<file path="src/rtl/vga_pkg.sv">
// Shared timing constants and helpers for the VGA raster generator family.
// Defaults describe the standard 640x480@60 mode.
package vga_pkg;

    localparam int DEF_HD  = 640;
    localparam int DEF_HFP = 16;
    localparam int DEF_HSW = 96;
    localparam int DEF_HBP = 48;
    localparam int DEF_VD  = 480;
    localparam int DEF_VFP = 10;
    localparam int DEF_VSW = 2;
    localparam int DEF_VBP = 33;

    // Registered sync/blank bundle; kept together so all three share one decode.
    typedef struct packed {
        logic hsync;
        logic vsync;
        logic video_on;
    } vga_sync_t;

    function automatic int h_total(input int hd, input int hfp, input int hsw, input int hbp);
        return hd + hfp + hsw + hbp;
    endfunction

    function automatic int v_total(input int vd, input int vfp, input int vsw, input int vbp);
        return vd + vfp + vsw + vbp;
    endfunction

    // Bits needed to count 0..n-1, never less than one.
    function automatic int cnt_width(input int n);
        return (n <= 2) ? 1 : $clog2(n);
    endfunction

endpackage

</file>
<file path="src/rtl/vga_timing_gen_if.sv">
// Raster timing bundle between the VGA timing generator (master) and pixel renderers (slave).
// frame_cnt exists only when VGA_FRAME_CNT_EN is defined.
interface vga_timing_gen_if #(
    parameter int CNT_W = 10
);
    // Strobe semantics: en is a level input (low = idle). p_tick, line_end and
    // frame_end are single-clk pulses; consumers act on them in the cycle they are
    // high, with pixel_x/pixel_y/hsync/vsync/video_on describing that same pixel.
    logic             en;
    logic             hsync;
    logic             vsync;
    logic             video_on;
    logic             p_tick;
    logic [CNT_W-1:0] pixel_x;
    logic [CNT_W-1:0] pixel_y;
    logic             line_end;
    logic             frame_end;
`ifdef VGA_FRAME_CNT_EN
    logic [7:0]       frame_cnt;

    modport master (
        input  en,
        output hsync, vsync, video_on, p_tick, pixel_x, pixel_y,
        output line_end, frame_end, frame_cnt
    );

    modport slave (
        output en,
        input  hsync, vsync, video_on, p_tick, pixel_x, pixel_y,
        input  line_end, frame_end, frame_cnt
    );
`else
    modport master (
        input  en,
        output hsync, vsync, video_on, p_tick, pixel_x, pixel_y,
        output line_end, frame_end
    );

    modport slave (
        output en,
        input  hsync, vsync, video_on, p_tick, pixel_x, pixel_y,
        input  line_end, frame_end
    );
`endif

endinterface

</file>
<file path="src/rtl/vga_tick_div.sv">
// Generic divide-by-DIV strobe generator with run enable; tick is a registered
// one-clk pulse every DIV clocks while en is high, cleared whenever en is low.
module vga_tick_div
    import vga_pkg::*;
#(
    parameter int DIV = 2
) (
    input  logic clk,
    input  logic reset,
    input  logic en,
    output logic tick
);

    localparam int            DW   = cnt_width(DIV);
    localparam logic [DW-1:0] LAST = DW'(DIV - 1);

    logic [DW-1:0] div_q, div_d;
    logic          tick_q, tick_d;

    always_comb begin
        div_d  = div_q;
        tick_d = 1'b0;
        if (!en) begin
            div_d = '0;
        end else begin
            tick_d = (div_q == LAST);
            div_d  = (div_q == LAST) ? '0 : div_q + 1'b1;
        end
    end

    always_ff @(posedge clk or negedge reset) begin
        if (!reset) begin
            div_q  <= '0;
            tick_q <= 1'b0;
        end else begin
            div_q  <= div_d;
            tick_q <= tick_d;
        end
    end

    assign tick = tick_q;

endmodule

</file>
<file path="src/rtl/vga_timing_gen.sv">
// Parametrised VGA raster timing generator: pixel divider, H/V counters, syncs,
// blanking and line/frame strobes. Define VGA_FRAME_CNT_EN to add an 8-bit frame counter.
module vga_timing_gen
    import vga_pkg::*;
#(
    parameter int CNT_W  = 10,
    parameter int DIV    = 2,
    parameter int HD     = DEF_HD,
    parameter int HFP    = DEF_HFP,
    parameter int HSW    = DEF_HSW,
    parameter int HBP    = DEF_HBP,
    parameter int VD     = DEF_VD,
    parameter int VFP    = DEF_VFP,
    parameter int VSW    = DEF_VSW,
    parameter int VBP    = DEF_VBP,
    parameter bit HS_POL = 1'b0,
    parameter bit VS_POL = 1'b0
) (
    input logic              clk,
    input logic              reset,
    vga_timing_gen_if.master vif
);

    localparam int H_TOTAL = h_total(HD, HFP, HSW, HBP);
    localparam int V_TOTAL = v_total(VD, VFP, VSW, VBP);

    localparam logic [CNT_W-1:0] H_LAST   = CNT_W'(H_TOTAL - 1);
    localparam logic [CNT_W-1:0] V_LAST   = CNT_W'(V_TOTAL - 1);
    localparam logic [CNT_W-1:0] H_DISP   = CNT_W'(HD);
    localparam logic [CNT_W-1:0] V_DISP   = CNT_W'(VD);
    localparam logic [CNT_W-1:0] HS_START = CNT_W'(HD + HFP);
    localparam logic [CNT_W-1:0] HS_END   = CNT_W'(HD + HFP + HSW - 1);
    localparam logic [CNT_W-1:0] VS_START = CNT_W'(VD + VFP);
    localparam logic [CNT_W-1:0] VS_END   = CNT_W'(VD + VFP + VSW - 1);

    localparam vga_sync_t SYNC_IDLE = '{hsync: ~HS_POL, vsync: ~VS_POL, video_on: 1'b0};

    logic             p_tick;
    logic [CNT_W-1:0] h_q, h_d;
    logic [CNT_W-1:0] v_q, v_d;
    vga_sync_t        sync_q, sync_d;
    logic             line_end;
    logic             frame_end;

    vga_tick_div #(
        .DIV (DIV)
    ) u_tick_div (
        .clk   (clk),
        .reset (reset),
        .en    (vif.en),
        .tick  (p_tick)
    );

    assign line_end  = p_tick & (h_q == H_LAST);
    assign frame_end = line_end & (v_q == V_LAST);

    always_comb begin
        h_d = h_q;
        v_d = v_q;
        if (!vif.en) begin
            h_d = '0;
            v_d = '0;
        end else if (p_tick) begin
            if (h_q == H_LAST) begin
                h_d = '0;
                v_d = (v_q == V_LAST) ? '0 : v_q + 1'b1;
            end else begin
                h_d = h_q + 1'b1;
            end
        end
    end

    // Decode from the next-state counters so the registered syncs line up with pixel_x/pixel_y.
    always_comb begin
        sync_d.hsync    = ((h_d >= HS_START) && (h_d <= HS_END)) ? HS_POL : ~HS_POL;
        sync_d.vsync    = ((v_d >= VS_START) && (v_d <= VS_END)) ? VS_POL : ~VS_POL;
        sync_d.video_on = vif.en & (h_d < H_DISP) & (v_d < V_DISP);
    end

    always_ff @(posedge clk or negedge reset) begin
        if (!reset) begin
            h_q    <= '0;
            v_q    <= '0;
            sync_q <= SYNC_IDLE;
        end else begin
            h_q    <= h_d;
            v_q    <= v_d;
            sync_q <= sync_d;
        end
    end

`ifdef VGA_FRAME_CNT_EN
    logic [7:0] frame_cnt_q, frame_cnt_d;

    always_comb begin
        frame_cnt_d = frame_cnt_q;
        if (!vif.en) begin
            frame_cnt_d = '0;
        end else if (frame_end) begin
            frame_cnt_d = frame_cnt_q + 8'd1;
        end
    end

    always_ff @(posedge clk or negedge reset) begin
        if (!reset) begin
            frame_cnt_q <= '0;
        end else begin
            frame_cnt_q <= frame_cnt_d;
        end
    end

    assign vif.frame_cnt = frame_cnt_q;
`endif

    assign vif.hsync     = sync_q.hsync;
    assign vif.vsync     = sync_q.vsync;
    assign vif.video_on  = sync_q.video_on;
    assign vif.p_tick    = p_tick;
    assign vif.pixel_x   = h_q;
    assign vif.pixel_y   = v_q;
    assign vif.line_end  = line_end;
    assign vif.frame_end = frame_end;

endmodule

</file>
<file path="src/flat_wrapper.sv">
// flat-port wrapper written by rule: the top's interface ports become plain ports
module vga_timing_gen_flat import vga_pkg::*;
#(
    parameter int CNT_W  = 10,
    parameter int DIV    = 2,
    parameter int HD     = DEF_HD,
    parameter int HFP    = DEF_HFP,
    parameter int HSW    = DEF_HSW,
    parameter int HBP    = DEF_HBP,
    parameter int VD     = DEF_VD,
    parameter int VFP    = DEF_VFP,
    parameter int VSW    = DEF_VSW,
    parameter int VBP    = DEF_VBP,
    parameter bit HS_POL = 1'b0,
    parameter bit VS_POL = 1'b0
)
  (clk, reset, vif_en, vif_hsync, vif_vsync, vif_video_on, vif_p_tick, vif_pixel_x, vif_pixel_y, vif_line_end, vif_frame_end);
  vga_timing_gen_if #(.CNT_W(CNT_W)) vif_i ();
  input logic clk;
  input logic reset;
  input wire logic [$bits(vif_i.en)-1:0] vif_en;
  output wire logic [$bits(vif_i.hsync)-1:0] vif_hsync;
  output wire logic [$bits(vif_i.vsync)-1:0] vif_vsync;
  output wire logic [$bits(vif_i.video_on)-1:0] vif_video_on;
  output wire logic [$bits(vif_i.p_tick)-1:0] vif_p_tick;
  output wire logic [$bits(vif_i.pixel_x)-1:0] vif_pixel_x;
  output wire logic [$bits(vif_i.pixel_y)-1:0] vif_pixel_y;
  output wire logic [$bits(vif_i.line_end)-1:0] vif_line_end;
  output wire logic [$bits(vif_i.frame_end)-1:0] vif_frame_end;
  assign vif_i.en = vif_en;
  assign vif_hsync = vif_i.hsync;
  assign vif_vsync = vif_i.vsync;
  assign vif_video_on = vif_i.video_on;
  assign vif_p_tick = vif_i.p_tick;
  assign vif_pixel_x = vif_i.pixel_x;
  assign vif_pixel_y = vif_i.pixel_y;
  assign vif_line_end = vif_i.line_end;
  assign vif_frame_end = vif_i.frame_end;
  vga_timing_gen #(.CNT_W(CNT_W), .DIV(DIV), .HD(HD), .HFP(HFP), .HSW(HSW), .HBP(HBP), .VD(VD), .VFP(VFP), .VSW(VSW), .VBP(VBP), .HS_POL(HS_POL), .VS_POL(VS_POL)) u_core (.clk(clk), .reset(reset), .vif(vif_i));
endmodule
</file>
<file path="config.mk">
export PLATFORM = sky130hd
export DESIGN_NAME = vga_timing_gen_flat
export DESIGN_NICKNAME = d
export VERILOG_FILES = /design/src/rtl/vga_pkg.sv /design/src/rtl/vga_timing_gen_if.sv /design/src/rtl/vga_tick_div.sv /design/src/rtl/vga_timing_gen.sv /design/src/flat_wrapper.sv
export SDC_FILE = /design/constraint.sdc
export NUM_CORES = 1
export LEC_CHECK = 0
export CORE_MARGIN = 2
export CORE_UTILIZATION = 30
export DETAILED_ROUTE_END_ITERATION = 8
export PLACE_DENSITY = 0.51
export SYNTH_ARGS = -nofsm -noshare
export SYNTH_HDL_FRONTEND = slang
export SYNTH_HIERARCHICAL = 1
export SYNTH_SLANG_ARGS = --single-unit
</file>
<file path="constraint.sdc">
create_clock -name clk -period 4.73 [get_ports clk]
set_input_delay 0.473 -clock clk [delete_from_list [all_inputs] [get_ports clk]]
set_output_delay 0.473 -clock clk [all_outputs]
set_load 0.02 [all_outputs]
</file>
# Yosys cells after proc, flatten, opt, wreduce, memory -nomap -nowiden

Cells that the tools add are included.
Widths: inputs -> output; s select.

Bits in latches: 0
Word-level logic and storage cells: 36
Memories kept: 0
RAM bits: 0
Bits in registers: 25
Output and inout port bits: 26
Input port bits: 3
Bits in read-only memories: 0

$mul: 0
Bitwise logic cells: 4
$add $sub $neg: 3
Order comparisons: 6
Muxes and demuxes: 12
Equality and inequality tests: 2
Shift-type cells: 0
Div/mod/pow operators: 0
Reductions and logical operators: 2

Operators with widths:

| operator              | count |
|---|---|
| $mux 10               | 7 |
| $add 10x1->10 const B | 2 |
| $eq 10x10->1 const B  | 2 |
| $ge 10x10->1 const B  | 1 |
| $ge 10x9->1 const B   | 1 |
| $le 10x10->1 const B  | 1 |
| $le 10x9->1 const B   | 1 |
| $lt 10x10->1 const B  | 1 |
| $lt 10x9->1 const B   | 1 |
| $mux 1                | 5 |
| $and 1x1->1           | 4 |
| $logic_and 1x1->1     | 2 |
| $add 1x1->1 const B   | 1 |

# Depth between registers and ports, before layout

Gate-level depths: netlist of run 1.

Depth after elaboration: 8
Gate-level depth with buffers: 10
Mapped depth without buffers: 7

# Modules after synthesis

Netlist of run 1, hierarchy kept.

Modules (own cells, without submodules):

| module         | times used | seq. area each (um^2) | cells an instance | area an instance (um^2) |
|---|---|---|---|---|
| vga_timing_gen | 1          | 578.1                 | 156               | 1,416.4 |
| vga_tick_div   | 1          | 50.0                  | 4                 | 66.3 |

# Worst setup path after synthesis of run 1

OpenSTA, ideal clock, no wires.

Path kind: register to register
Start: reg u_core.h_q[0], in the netlist u_core/vif.pixel_x[0]
End: reg u_core.sync_q (netlist bit u_core/vif.vsync)
Period minus slack after synthesis: 2,446 ps
Path buffers: 1
Setup time: 94 ps
Slack: 2,284 ps
Data arrival time: 2,352 ps
Data required time: 4,636 ps
Cell stages (with the launch flop): 9
Cell sequence: dfrtp_1 > ha_1 > and4_4 > buf_6 > nand3_1 > nor4_1 > xnor2_1 > nor2_1 > or4b_1

RTL lines:

| what                     | RTL line             | RTL |
|---|---|---|
| start: declaration       | vga_timing_gen.sv:39 | `logic [CNT_W-1:0] h_q, h_d;` |
| start signal: assignment | vga_timing_gen.sv:82 | `h_q <= '0;` |
| start signal: assignment | vga_timing_gen.sv:86 | `h_q <= h_d;` |
| end signal: assignment   | vga_timing_gen.sv:88 | `sync_q <= sync_d;` |
| end: declaration         | vga_timing_gen.sv:41 | `vga_sync_t sync_q, sync_d;` |

# Worst setup path in the final report of run 1

Start: reg u_core.v_q[0], in the netlist u_core/vif.pixel_y[0]
End: out vif_frame_end

Word-level cells in the longest chain between the ends: 2

RTL lines:

| what                     | RTL line             | RTL |
|---|---|---|
| start: declaration       | vga_timing_gen.sv:40 | `logic [CNT_W-1:0] v_q, v_d;` |
| start signal: assignment | vga_timing_gen.sv:87 | `v_q <= v_d;` |
| $eq 10x10->1             | vga_timing_gen.sv:55 | `assign frame_end = line_end & (v_q == V_LAST);` |
| $and 1x1->1              | vga_timing_gen.sv:55 |  |
| end: declaration         | flat_wrapper.sv:29   | `output wire logic [$bits(vif_i.frame_end)-1:0] vif_frame_end;` |

No other way between the ends.

==> qor.txt, run 1 <==
==========================================================================================
Max Fclk                                                                         0.382 GHz
Critical path capture point type                                               output port
Worst-case vdd ir drop                                                            0.107 mV
Antenna-violating nets left                                                              0
Power density normalized to cell area                                           198 mW/mm2
Detailed-route wire length                                                         3280 um
Worst Path Class, Setup                                                         reg -> out
Worst Path Required                                                                4.26 ns
Dpl hpwl                                                                           2380 um
Setup violations, final                                                                  0
Total Neg Setup Slack                                                                 0 ns
DRC viols                                                                                0
Total Die Area                                                                 0.00552 mm2
Flip-flop and latch count after synthesis                                               25
Die height                                                                         74.3 um
Actual transition at the worst max-transition pin                                 0.683 ns
Share of synthesized area occupied by flip-flops and latches                         0.424
H-tree levels                                                                            1
Number of synthesized flops with an enable pin                                           0
Worst Path Arrival                                                                 2.14 ns
Highest-count cells in the layout ignoring fill and taps                      28 x sky130_fd_sc_hd__clkdlybuf4s50_1, 24 x sky130_fd_sc_hd__nor2_1, 23 x sky130_fd_sc_hd__dfrtp_1, 14 x sky130_fd_sc_hd__nand2_1, 13 x sky130_fd_sc_hd__nand3_1
Reg-to-Reg End                                                                u_core/vif.vsync
Initial standard-cell utilization of the core                                        0.312
Via count                                                                             1227
Leftover overflow at the end of global routing                                           0
Most used flip-flop cell after synthesis                                      sky130_fd_sc_hd__dfrtp_1
Total placed cells including tap cells                                                 247
Maximum fanout count along the critical path                                             5
Worst slew margin relative to its limit                                              0.544
Tot Pwr                                                                             362 uW
Synthesized cell area                                                          0.00148 mm2
Post-CTS sizing                                                                          0
First-pass DRT Iterations                                                                4
Unrepaired setup endpoints after global routing                                         no
Worst Reg2Reg Path Length in Cells                                                       7
Global-route wire length before repair                                             5620 um
CTS sink cnt                                                                            25
Clock buffers created by TritonCTS                                                       3
Average vias per placed instance                                                      4.89
Top Ports                                                                               29
Origin of the critical flop-to-flop path                                      u_core/vif.pixel_x[0]
Path class of the lowest-slack min-delay path                                   reg -> reg
Run status                                                                       completed
Number of max-slew violations in the final report                                        0
Register-to-register path setup slack                                              2.19 ns
Startpoint of the lowest-slack hold path                                      u_core/u_tick_div/div_q
Layout overhead on the synthesized area                                              23.5%
Post-layout min period                                                             2.61 ns
CORE AREA                                                                      0.00475 mm2
Final hold viol count                                                                    0
Place WS                                                                           2.21 ns
Number of antenna violations at the first check in global routing                        0
Hold buffer count at CTS                                                                 0
Share of the cycle needed by the critical path after routing                         0.553
Post-layout net count                                                                  191
Ratio of cells with drive above 1 in the final layout                               0.0761
Worst hold path stage count                                                              1
Routability-driven placement congestion ratio                                        0.821
Post-CTS Repair Setup Buffers                                                            0
Standard-cell row count                                                                 25
Static leakage                                                                 0.000716 uW
Number of max-capacitance violations reported                                            0
Count of distinct cell types in the synthesized netlist                                 42
Largest net degree at the start of global routing                                       26
Number of global-route vias before repair                                             1189
Clock tree from TritonCTS                                                             done
Post-Syn Instances                                                                     160
Syn. warnings                                                                            6
Clk root buf                                                                  sky130_fd_sc_hd__clkbuf_8
Number of antenna diodes                                                                 0
Most common library cell in the layout ignoring fill and taps                 sky130_fd_sc_hd__clkdlybuf4s50_1
Async set-or-reset flop fraction in the synthesized netlist                           1.00
Final core area utilization                                                          0.385
Average wire per cell in the routed design                                         13.1 um
Syn_area_per_cell                                                                 9.27 um2
Number of port buffers                                                                  28
Die span in x                                                                      74.3 um
Startpoint class of the critical path                                             register
Starting DRT DRC Count                                                                  62
CTS Buffer Depth                                                                         2
Overall track demand over capacity in global routing                                 0.131
Final Instance Count excl. Fillers                                                     251
Worst clock skew                                                                0.00336 ns
Capture endpoint of the worst hold path                                       u_core/u_tick_div/tick
Clock latency at the later pin of the worst-skew pair                              0.26 ns
Total nets after synthesis                                                             166
Clock edge transition at the registers on the reported setup and hold paths        0.08 ns
Worst setup margin                                                                 2.12 ns
==========================================================================================
layout make-up:
class,count,area [um2]
fillers,523,2920
multi-input cells,122,772
flip-flops and latches,25,628
repair buffers,29,288
well taps,67,83.8
clock buffers,4,45.0
inverters,4,15.0
per-stage QoR:
stage / hold slack [ns] / area, um2
finish: 0.512 / 1830
global route: 0.537 / 1830
global placement: 0.478 / 1790
CTS: 0.510 / 1830
floorplan: 0.177 / 1480
detailed placement: 0.475 / 1790
report_power, final:
| group | total, uW | internal, uW | leakage (uW) | switching, uW |
|---|---|---|---|---|
| registers | 219 | 216 | 0.000337 | 2.70 |
| logic | 20.2 | 7.72 | 0.000356 | 12.5 |
| clock network | 123 | 60.1 | 0.0000228 | 63.2 |
| total | 362 | 284 | 0.000716 | 78.4 |
registers in the layout (all words and copies together), names as in the netlist:
signal                   count
u_core/vif.pixel_x          10
u_core/vif.pixel_y          10
u_core/vif.video_on          1
u_core/u_tick_div/div_q      1
u_core/vif.vsync             1
u_core/vif.hsync             1
u_core/u_tick_div/tick       1
how the worst max path moves through the flow:
stage,from,end,cells past startpoint
floorplan,u_core/vif.pixel_x[0],u_core/vif.vsync,8
global placement,u_core/vif.pixel_x[0],u_core/vif.vsync,7
detailed placement,u_core/vif.pixel_x[0],u_core/vif.vsync,7
CTS,u_core/vif.pixel_y[5],vif_frame_end,4
global route,u_core/vif.pixel_y[5],vif_frame_end,4
finish,u_core/vif.pixel_y[0],vif_frame_end,6
synth_stat cells, drive strengths merged (5+ instances only):
master / instances / share of area
and3: 6 / 0.029
nand3: 13 / 0.044
xor2: 11 / 0.065
nand4: 6 / 0.025
a31oi: 5 / 0.025
xnor2: 7 / 0.041
dfrtp: 23 / 0.39
nor2: 24 / 0.061
buf: 7 / 0.041
nand2: 14 / 0.035
worst max-delay path: stages (launching register included):
cell	delay (ns)
sky130_fd_sc_hd__dfrtp_1	0.45
sky130_fd_sc_hd__inv_1	0.10
sky130_fd_sc_hd__ha_1	0.14
sky130_fd_sc_hd__nor3b_1	0.18
sky130_fd_sc_hd__nand4_1	0.23
sky130_fd_sc_hd__nor2_1	0.15
sky130_fd_sc_hd__clkdlybuf4s50_1	0.62
cells by family after synthesis:
logic type,synth area share
AO/OA/AOI/OAI,0.0802
XOR/XNOR,0.106
adder cells (fa/ha/maj),0.0253
buffers and inverters,0.0557
flip-flops,0.424
multiplexers,0.00675
AND/OR/NAND/NOR,0.302
per-layer routing:
metal  GRT usage  routed length (um)  up-vias
met4      0.0496                  23        0
met1       0.187                1630      595
met2       0.199                1480       26
met5           0                   0        -
met3      0.0203                 156        2
li1            -                   -      604
Power figures use the tool's default switching activity.
==> run 2: changes to the inputs <==
- clock period: 4.73 -> 2.5 ns (I/O delays scaled with it)
==> run 2 against run 1 <==
Against the previous run: sequential cell count unchanged; sequential share of layout area is 1.7 points lower; final cell count increased by 4.4%; clock skew is essentially flat; register-to-register slack lost 2.1 ns; wire length grew 9.6%; die area did not move; global-route usage up 0.93 points; non-clock buffer count up 11; sequential power increased by 88%; design area up 5.3%; critical endpoint is now u_core/vif.vsync; highest routed layer unchanged.
==> qor.txt, run 2 (synthesized netlist as in run 1, its figures left out) <==
==========================================================================================
Routability-driven placement congestion ratio                                        0.863   was 0.821
Share of the cycle needed by the critical path after routing                         0.946
Critical path capture point type                                                  register   was output port
Clock edge transition at the registers on the reported setup and hold paths        0.09 ns   was 0.08 ns
Standard-cell row count                                                                 25   unchanged
DRC viols                                                                                0   unchanged
Amount of wire on met3 after detailed routing                                       107 um   was 156 um
Worst-case vdd ir drop                                                            0.175 mV   was 0.107 mV
Run status                                                                       completed   unchanged
Starting DRT DRC Count                                                                  53   was 62
Detailed-route wire length                                                         3600 um   was 3280 um
Dpl hpwl                                                                           2630 um   was 2380 um
Die height                                                                         74.3 um   unchanged
Filler instances                                                                       487   was 523
Worst setup margin                                                                0.134 ns   was 2.12 ns
CORE AREA                                                                      0.00475 mm2   unchanged
Highest-count cells in the layout ignoring fill and taps                      27 x sky130_fd_sc_hd__clkdlybuf4s50_1, 24 x sky130_fd_sc_hd__nor2_1, 23 x sky130_fd_sc_hd__dfrtp_1, 14 x sky130_fd_sc_hd__nand2_1, 13 x sky130_fd_sc_hd__nand3_1   was 28 x sky130_fd_sc_hd__clkdlybuf4s50_1, 24 x sky130_fd_sc_hd__nor2_1, 23 x sky130_fd_sc_hd__dfrtp_1, 14 x sky130_fd_sc_hd__nand2_1, 13 x sky130_fd_sc_hd__nand3_1
Power density normalized to cell area                                           360 mW/mm2   was 198 mW/mm2
H-tree levels                                                                            1   unchanged
Die span in x                                                                      74.3 um   unchanged
Global-route wire length before repair                                             5950 um   was 5620 um
Number of port buffers                                                                  28   unchanged
Actual transition at the worst max-transition pin                                 0.441 ns   was 0.683 ns
Number of max-slew violations in the final report                                        0   unchanged
Top Ports                                                                               29   unchanged
Largest net degree at the start of global routing                                       26   unchanged
Place WS                                                                          0.108 ns   was 2.21 ns
Number of antenna violations at the first check in global routing                        0   unchanged
Number of global-route vias before repair                                             1291   was 1189
Number of max-capacitance violations reported                                            0   unchanged
Max Fclk                                                                         0.423 GHz
Setup violations, final                                                                  0   unchanged
Post-route standard cell area excluding fillers                                0.00193 mm2   was 0.00183 mm2
Worst Path Arrival                                                                 2.55 ns   was 2.14 ns
Detailed-routed wire length on met2                                                1780 um   was 1480 um
First-pass DRT Iterations                                                                4   unchanged
Post-detailed-placement cell area                                              0.00187 mm2   was 0.00179 mm2
Worst clock skew                                                                0.00342 ns   was 0.00336 ns
Smallest hold slack                                                               0.349 ns   was 0.512 ns
Number of antenna diodes                                                                 0   unchanged
Startpoint class of the critical path                                             register   unchanged
Average vias per placed instance                                                      4.92   was 4.89
Clk root buf                                                                  sky130_fd_sc_hd__clkbuf_8   unchanged
Antenna-violating nets left                                                              0   unchanged
Clock tree from TritonCTS                                                             done   unchanged
Average wire per cell in the routed design                                         13.7 um   was 13.1 um
Total Die Area                                                                 0.00552 mm2   unchanged
Worst slew margin relative to its limit                                              0.706   was 0.544
Maximum fanout count along the critical path                                            10   was 5
Most common library cell in the layout ignoring fill and taps                 sky130_fd_sc_hd__clkdlybuf4s50_1   unchanged
Post-layout net count                                                                  202   was 191
Via count                                                                             1290   was 1227
Unrepaired setup endpoints after global routing                                         no   unchanged
Overall track demand over capacity in global routing                                 0.140   was 0.131
Post-CTS Repair Setup Buffers                                                            0   unchanged
Leftover overflow at the end of global routing                                           0   unchanged
Initial standard-cell utilization of the core                                        0.312   unchanged
Area occupied by registers                                                         628 um2   unchanged
Post-layout min period                                                             2.37 ns
Worst Path Required                                                                2.68 ns   was 4.26 ns
Clock latency at the later pin of the worst-skew pair                              0.26 ns   about the same
Path class of the lowest-slack min-delay path                                  in -> async   was reg -> reg
Final hold viol count                                                                    0   unchanged
Ratio of cells with drive above 1 in the final layout                                0.138   was 0.0761
Worst Path Class, Setup                                                         reg -> reg   was reg -> out
Static leakage                                                                 0.000795 uW   was 0.000716 uW
Metal1 wirelength                                                                  1690 um   was 1630 um
CTS sink cnt                                                                            25   unchanged
Total area of multi-input combinational cells                                      785 um2   was 772 um2
CTS Buffer Depth                                                                         2   unchanged
Clock buffers created by TritonCTS                                                       3   unchanged
Total Neg Setup Slack                                                                 0 ns   unchanged
Uppermost routed layer                                                                met4   unchanged
Layout overhead on the synthesized area                                              30.1%   was 23.5%
==========================================================================================
==> run 2: final cells by class <==
| cell class | count | share of cell area |
|---|---|---|
| Sequential cell | 25 | 0.326 |
| Inverter | 4 | 0.00778 |
| Tap cell | 67 | 0.0435 |
| Timing Repair Buffer | 40 | 0.193 |
| Clock buffer | 4 | 0.0233 |
| Multi-Input combinational cell | 122 | 0.407 |
==> run 2: worst paths after layout <==
| kind | start | end | slack, ns | cells past startpoint |
|---|---|---|---|---|
| max | u_core/vif.pixel_x[1] | u_core/vif.vsync | 0.13 | 6 |
| min | reset | u_core/vif.pixel_y[6] | 0.35 | 2 |
| max reg2reg | u_core/vif.pixel_x[1] | u_core/vif.vsync | 0.13 | 6 |
| min reg2reg | u_core/u_tick_div/div_q | u_core/u_tick_div/tick | 0.51 | 1 |
| max in group asynchronous | reset | u_core/vif.hsync | 1.85 | 2 |
| min in group clk | u_core/u_tick_div/div_q | u_core/u_tick_div/tick | 0.51 | 1 |
==> run 2: power breakdown <==
| group | internal [uW] | switching [uW] | total, uW | leakage, uW |
|---|---|---|---|---|
| Sequential | 408 | 2.50 | 411 | 0.000337 |
| Combinational | 18.3 | 27.8 | 46.1 | 0.000435 |
| Clock | 114 | 123 | 237 | 0.0000228 |
| Total | 541 | 153 | 694 | 0.000795 |
==> run 2: what timing repair did <==
item                       in CTS  in global routing
setup endpoints to repair       0                  2
gates resized for setup         0                  3
hold buffers                    0                  0
==> run 2: through the flow <==
step / total power (uW) / util / instances
after floorplan: 437 / - / 160
after global placement: 466 / 0.393 / 258
after detailed placement: 466 / 0.393 / 258
after CTS: 712 / 0.403 / 262
after global routing: 728 / 0.406 / 262
final: 694 / 0.406 / 262
==> run 2: critical path, cell delays in order, from the launching register on <==
cell	delay [ns]
sky130_fd_sc_hd__dfrtp_1	0.42
sky130_fd_sc_hd__ha_1	0.21
sky130_fd_sc_hd__and4_4	0.30
sky130_fd_sc_hd__nand3_1	0.22
sky130_fd_sc_hd__o21ai_2	0.46
sky130_fd_sc_hd__nor2_1	0.14
sky130_fd_sc_hd__or4b_1	0.53
==> run 2: routing by layer <==
metal	GRT usage	vias to the layer above
li1	-	628
met3	0.0257	2
met2	0.232	26
met1	0.179	634
met4	0.0615	0
met5	0	-
